--- config.mk ---
export PLATFORM = sky130hd
export DESIGN_NAME = ctrl_filtro_20_flat
export DESIGN_NICKNAME = d
export VERILOG_FILES = /design/src/rtl/ctrl_filtro_20_pkg.sv /design/src/rtl/ctrl_filtro_20_if.sv /design/src/rtl/ctrl_filtro_20.sv /design/src/flat_wrapper.sv
export SDC_FILE = /design/constraint.sdc
export NUM_CORES = 1
export LEC_CHECK = 0
export ABC_AREA = 1
export CELL_PAD_IN_SITES_DETAIL_PLACEMENT = 1
export CELL_PAD_IN_SITES_GLOBAL_PLACEMENT = 2
export CORE_MARGIN = 5
export CORE_UTILIZATION = 27
export CTS_BUF_LIST = sky130_fd_sc_hd__clkbuf_16
export CTS_CLUSTER_DIAMETER = 40
export DETAILED_ROUTE_END_ITERATION = 8
export GPL_TIMING_DRIVEN = 1
export PLACE_DENSITY_LB_ADDON = 0.1
export SYNTH_ARGS = -nofsm -noshare
export SYNTH_HDL_FRONTEND = slang
export SYNTH_SLANG_ARGS = --single-unit
--- constraint.sdc ---
create_clock -name clk -period 2.25 [get_ports clk]
set_input_delay 0.45 -clock clk [delete_from_list [all_inputs] [get_ports clk]]
set_output_delay 0.45 -clock clk [all_outputs]
set_load 0.05 [all_outputs]
--- src/rtl/ctrl_filtro_20_pkg.sv ---
// Shared types and constants for the 20-kHz biquad sequencer.
// State encoding, operand selects and fixed latency.
package filtro_pkg;

   localparam int SEL_W = 4;
   localparam int CTRL_LATENCY = 12;

   localparam logic [SEL_W-1:0] SEL_U    = 4'd0;
   localparam logic [SEL_W-1:0] SEL_A1   = 4'd1;
   localparam logic [SEL_W-1:0] SEL_A2   = 4'd2;
   localparam logic [SEL_W-1:0] SEL_B0   = 4'd3;
   localparam logic [SEL_W-1:0] SEL_B1   = 4'd4;
   localparam logic [SEL_W-1:0] SEL_B2   = 4'd5;
   localparam logic [SEL_W-1:0] SEL_IDLE = 4'hF;

   typedef enum logic [3:0] {
      IDLE = 4'd0,
      CLR1 = 4'd1,
      MAC0 = 4'd2,
      MAC1 = 4'd3,
      MAC2 = 4'd4,
      STF  = 4'd5,
      CLR2 = 4'd6,
      MAC3 = 4'd7,
      MAC4 = 4'd8,
      MAC5 = 4'd9,
      LDY  = 4'd10,
      SHF  = 4'd11,
      FIN  = 4'd12
   } state_t;

   // Non-MAC states park the coefficient mux on its zero input.
   function automatic logic [SEL_W-1:0] sel_of(state_t s);
      logic [SEL_W-1:0] v;
      v = SEL_IDLE;
      unique case (s)
         MAC0:    v = SEL_U;
         MAC1:    v = SEL_A1;
         MAC2:    v = SEL_A2;
         MAC3:    v = SEL_B0;
         MAC4:    v = SEL_B1;
         MAC5:    v = SEL_B2;
         default: v = SEL_IDLE;
      endcase
      return v;
   endfunction

endpackage

--- src/rtl/ctrl_filtro_20_if.sv ---
// Control bundle between the biquad sequencer and its neighbours.
// The sequencer takes the slave side.
interface ctrl_filtro_20_if #(
   parameter int CNT_W = 16
);
   import filtro_pkg::*;

   logic             en;
   logic             start;
   logic [SEL_W-1:0] sel;
   logic             rst_acum;
   logic             leer;
   logic             desp;
   logic             leer_y;
   logic             busy;
   logic             done;
   logic             overrun;
   logic [CNT_W-1:0] n_muestras;

   modport master (
      output en, start,
      input  sel, rst_acum, leer, desp, leer_y,
      input  busy, done, overrun, n_muestras
   );

   modport slave (
      input  en, start,
      output sel, rst_acum, leer, desp, leer_y,
      output busy, done, overrun, n_muestras
   );

endinterface

--- src/rtl/ctrl_filtro_20.sv ---
// Sequencing FSM for the Direct Form II biquad datapath.
// Moore outputs decoded from the registered state.
module ctrl_filtro_20
   import filtro_pkg::*;
(
   input  logic            clk,
   input  logic            rst,
   ctrl_filtro_20_if.slave bus
);

   state_t state;
   state_t state_n;
   logic   active;

   assign active = (state != IDLE);

   always_ff @(posedge clk) begin
      if (rst) state <= IDLE;
      else     state <= state_n;
   end

   always_comb begin
      state_n = state;
      unique case (state)
         IDLE:    if (bus.start && bus.en) state_n = CLR1;
         CLR1:    state_n = MAC0;
         MAC0:    state_n = MAC1;
         MAC1:    state_n = MAC2;
         MAC2:    state_n = STF;
         STF:     state_n = CLR2;
         CLR2:    state_n = MAC3;
         MAC3:    state_n = MAC4;
         MAC4:    state_n = MAC5;
         MAC5:    state_n = LDY;
         LDY:     state_n = SHF;
         SHF:     state_n = FIN;
         FIN:     state_n = IDLE;
         default: state_n = IDLE;
      endcase
   end

   always_comb begin
      bus.sel      = sel_of(state);
      bus.rst_acum = 1'b0;
      bus.leer     = 1'b0;
      bus.desp     = 1'b0;
      bus.leer_y   = 1'b0;
      bus.done     = 1'b0;
      bus.busy     = active;
      unique case (1'b1)
         (state == CLR1),
         (state == CLR2): bus.rst_acum = 1'b1;
         (state == STF):  bus.leer     = 1'b1;
         (state == LDY):  bus.leer_y   = 1'b1;
         (state == SHF):  bus.desp     = 1'b1;
         (state == FIN):  bus.done     = 1'b1;
         default: ;
      endcase
   end

   // A start seen in any non-IDLE state, FIN included, is an overrun.
   always_ff @(posedge clk) begin
      if (rst) begin
         bus.overrun    <= 1'b0;
         bus.n_muestras <= '0;
      end else begin
         if (bus.start && active) bus.overrun <= 1'b1;
         if (state == FIN) bus.n_muestras <= bus.n_muestras + 1'b1;
      end
   end

endmodule

--- src/flat_wrapper.sv ---
// flat-port wrapper written by rule: the top's interface ports become plain ports
module ctrl_filtro_20_flat import filtro_pkg::*;
  (clk, rst, bus_en, bus_start, bus_sel, bus_rst_acum, bus_leer, bus_desp, bus_leer_y, bus_busy, bus_done, bus_overrun, bus_n_muestras);
  ctrl_filtro_20_if bus_i ();
  input  logic clk;
  input  logic rst;
  input wire logic [$bits(bus_i.en)-1:0] bus_en;
  input wire logic [$bits(bus_i.start)-1:0] bus_start;
  output wire logic [$bits(bus_i.sel)-1:0] bus_sel;
  output wire logic [$bits(bus_i.rst_acum)-1:0] bus_rst_acum;
  output wire logic [$bits(bus_i.leer)-1:0] bus_leer;
  output wire logic [$bits(bus_i.desp)-1:0] bus_desp;
  output wire logic [$bits(bus_i.leer_y)-1:0] bus_leer_y;
  output wire logic [$bits(bus_i.busy)-1:0] bus_busy;
  output wire logic [$bits(bus_i.done)-1:0] bus_done;
  output wire logic [$bits(bus_i.overrun)-1:0] bus_overrun;
  output wire logic [$bits(bus_i.n_muestras)-1:0] bus_n_muestras;
  assign bus_i.en = bus_en;
  assign bus_i.start = bus_start;
  assign bus_sel = bus_i.sel;
  assign bus_rst_acum = bus_i.rst_acum;
  assign bus_leer = bus_i.leer;
  assign bus_desp = bus_i.desp;
  assign bus_leer_y = bus_i.leer_y;
  assign bus_busy = bus_i.busy;
  assign bus_done = bus_i.done;
  assign bus_overrun = bus_i.overrun;
  assign bus_n_muestras = bus_i.n_muestras;
  ctrl_filtro_20 u_core (.clk(clk), .rst(rst), .bus(bus_i));
endmodule
==> metrics.csv <==
stage,metric,value,unit
clock_network,CTS tree,built,
global_routing,global router's overall resource usage,12.1,%
placement,DP Area,1510,um^2
power,maximum ir drop on the vdd rail,0.333,mV
die,width of the die,75.0,um
setup_path,Arrival @ worst endpoint,1.51,ns
die,count of boundary I/O pins,31,
clock_network,Post-CTS Resized,0,
timing,endpoints failing setup,0,
layout,FF/Latch Area,420,um^2
global_routing,number of antenna violations at the first check in global routing,0,
drt,count of vias placed by the detailed router,1134,
setup_path,terminus of the critical flop-to-flop path,u_core.bus.n_muestras[8],
layout,share of layout cells above drive strength 1,15.6,%
power,power density over the cells,555,nW/um^2
drt,DR DRC count,0,
yosys,combinational family with the most area after synthesis,simple AND/OR/NAND/NOR gates,
yosys,post-synthesis cell type count,23,
layout,"Non-Filler Cell Area, Final",1590,um^2
setup_path,critical path cell sequence,clkdlybuf4s50_1,
clock_network,register clock-pin slew on the reported worst setup and hold paths,0.06,ns
clock_network,number of H-tree branching levels,1,
placement,port buffer count,30,
timing,slew of the pin with the lowest slew margin,0.500,ns
global_routing,number of global-route vias before repair,1142,
yosys,Simple-Gate Fraction of Synth Area,42.5,%
setup_path,critical path's slowest cell,sky130_fd_sc_hd__clkdlybuf4s50_1,
yosys,syn_nets,177,
drt,iteration count of the initial detailed-routing pass,2,
clock_network,# clock sinks,21,
timing,final worst-path cycle share,87.3,%
placement,routability congestion estimate,0.870,
drt,per-cell via count in the routed design,4.45,
clock_network,CTS hold repair buffers,0,
timing,RSZ-0062 raised after global routing,false,
clock_network,clock buffers created by TritonCTS,3,
layout,fillers,502,
job,max-capacitance violation count,0,
yosys,fraction of the mapped netlist area in adder cells,1.10,%
clock_network,clock latency reported for the late side of the worst-skew pair,0.25,ns
die,DIE AREA,5620,um^2
drt,number of violations reported at the end of detailed-routing iteration 0,12,
setup_path,Worst Path Required,1.80,ns
setup_path,Setup CP Type,flop to primary output,
placement,DPL Wire Length,2.51,mm
yosys,Synth warnings,0,
setup_path,cell family contributing the most delay on the critical path,buffers and inverters,
yosys,XOR/XNOR share of the synthesized area,1.54,%
die,number of standard-cell rows in the floorplan,23,
layout,"leading cell types in the layout, fill and taps excluded","sky130_fd_sc_hd__nand2_1, sky130_fd_sc_hd__nor2_1, sky130_fd_sc_hd__inv_1",
timing,upper clock frequency limit,0.509,GHz
die,starting density of the core,28.1,%
timing,Clock Skews,0.00522,ns
yosys,post-synthesis cell area,1140,um^2
drt,routed length per instance,11.9,um
yosys,top flip-flop cell by instance count after synthesis,sky130_fd_sc_hd__dfxtp_1,
timing,Total Negative Setup Slacks,0,ns
power,total power,883,uW
setup_path,crit end category,primary output,
hold_path,worst hold stages,2,
die,Die Ht,75.0,um
layout,count of nets after finishing,211,
run_status,outcome,"complete, no violations",
yosys,cell count after synthesis,172,
hold_path,worst min path class,flop to flop,
layout,area of the multi-input gates,602,um^2
global_routing,global route total overflow,0,
yosys,mux contribution to synthesized area,0,%
yosys,synthesized flop and latch total,21,
die,floorplan core area,4060,um^2
layout,Antenna Diode Count,0,
global_routing,maximum number of pins on one net before global-route repair,14,
hold_path,Min-Delay Startpoint,u_core.bus.n_muestras[5],
timing,post-layout min period,1.96,ns
yosys,post-synthesis compound-gate area fraction,7.14,%
setup_path,startpoint type of the worst setup path,flop,
layout,"most common cell after layout, fill and taps aside",sky130_fd_sc_hd__nand2_1,
timing,final max-slew violation count,0,
clock_network,Clock Path Buffers,2,
layout,Layout area overhead,39.6,%
yosys,fraction of the yosys area taken by sequential cells,36.9,%
setup_path,maximum fanout encountered on the critical timing path,5,
setup_path,cell count of the worst reg-to-reg path,8,
setup_path,Crit Reg-Reg Startpoint,u_core.bus.n_muestras[0],
clock_network,CTS root buffer,sky130_fd_sc_hd__clkbuf_16,
power,static leakage,0.677,nW
clock_network,buffers inserted during post-CTS setup optimization,0,
yosys,number of synthesized flops with an enable pin,0,
global_routing,wire length of the first global-routing pass,5.29,mm
hold_path,worst min-delay path endpoint,u_core.bus.n_muestras[5],
drt,post-route ant nets,0,
drt,post-detailed-routing wire length,3.05,mm
timing,total count of hold-check failures in the final report,0,
setup_path,maximum cell stage delay along the critical path,0.84,ns
timing,Slew Limit Headroom,66.6,%
yosys,ys async rst share,0,%
setup_path,R2R Setup Slk,0.81,ns
yosys,average footprint of a synthesized cell,6.63,um^2
setup_path,Crit path buffers/inverters,1,
## synth_stat cells, drive strengths merged, types with 2 or more instances
library cell,number,area share (%)
clkbuf,2,1.5
o21ai,4,1.8
inv,27,8.9
nor3,2,0.88
nand2,48,18
nor2,42,17
nand4,4,2.2
dfxtp,21,37
a21oi,7,3.1
o21bai,2,1.6
xor2,2,1.5
nand3,7,3.1
## where the power goes
part / switching, mW / internal, mW / leakage (nW)
registers: 0.00631 / 0.377 / 0.169
clock network: 0.139 / 0.239 / 0.0409
logic: 0.0813 / 0.0416 / 0.467
total: 0.226 / 0.657 / 0.677
## state kept, by name (all words and copies together), names as in the netlist
name	flops
u_core.bus.n_muestras	16
u_core.state	4
u_core.bus.overrun	1
## worst max path at each step
stage / to / from / slack [ns] / cells after the start
finish: bus_n_muestras[3] / u_core.bus.n_muestras[3] / 0.29 / 1
global route: bus_sel[0] / u_core.state[2] / 0.20 / 7
CTS: bus_n_muestras[3] / u_core.bus.n_muestras[3] / 0.29 / 1
detailed placement: bus_n_muestras[3] / u_core.bus.n_muestras[3] / 0.56 / 1
global placement: bus_n_muestras[3] / u_core.bus.n_muestras[3] / 0.58 / 1
floorplan: bus_rst_acum / u_core.state[0] / 0.11 / 2
## stage by stage
| step | cells | setup slack (ns) | utilization [%] | hold WS, ns |
|---|---|---|---|---|
| 3_3_place_gp | 251 | 0.579 | 37.2 | 0.450 |
| 4_1_cts | 255 | 0.287 | 39.2 | 0.469 |
| 5_1_grt | 255 | 0.202 | 39.2 | 0.501 |
| 6_report | 255 | 0.286 | 39.2 | 0.465 |
| 2_1_floorplan | 172 | 0.107 | - | 0.457 |
| 3_5_place_dp | 251 | 0.562 | 37.2 | 0.457 |
## layer usage
metal | routed length [um] | global-route usage, %
met1 | 1560 | 17.0
met2 | 1360 | 18.4
met3 | 111 | 3.20
met4 | 20 | 2.96
met5 | 0 | 0
## tightest hold or removal path, cell delays in order (launching register included)
cell and delay (ns):
sky130_fd_sc_hd__dfxtp_1 0.32, sky130_fd_sc_hd__inv_1 0.05, sky130_fd_sc_hd__a21oi_1 0.05
## cells by family (layout without fill, tap and decap cells)
logic type | Yosys count | after routing
AND/OR/NAND/NOR | 104 | 104
flip-flops | 21 | 21
buffers and inverters | 30 | 63
XOR/XNOR | 2 | 2
adder cells (fa/ha/maj) | 1 | 1
AO/OA/AOI/OAI | 14 | 14
## layout make-up
| class | count | area share (%) |
|---|---|---|
| Clock buffer | 3 | 4.72 |
| Clock inverter | 1 | 0.314 |
| Inverter | 28 | 6.68 |
| Multi-Input combinational cell | 121 | 37.8 |
| Sequential cell | 21 | 26.4 |
| Tap cell | 50 | 3.93 |
| Timing Repair Buffer | 31 | 20.1 |
Note: power is estimated with default switching activity, not from simulation.
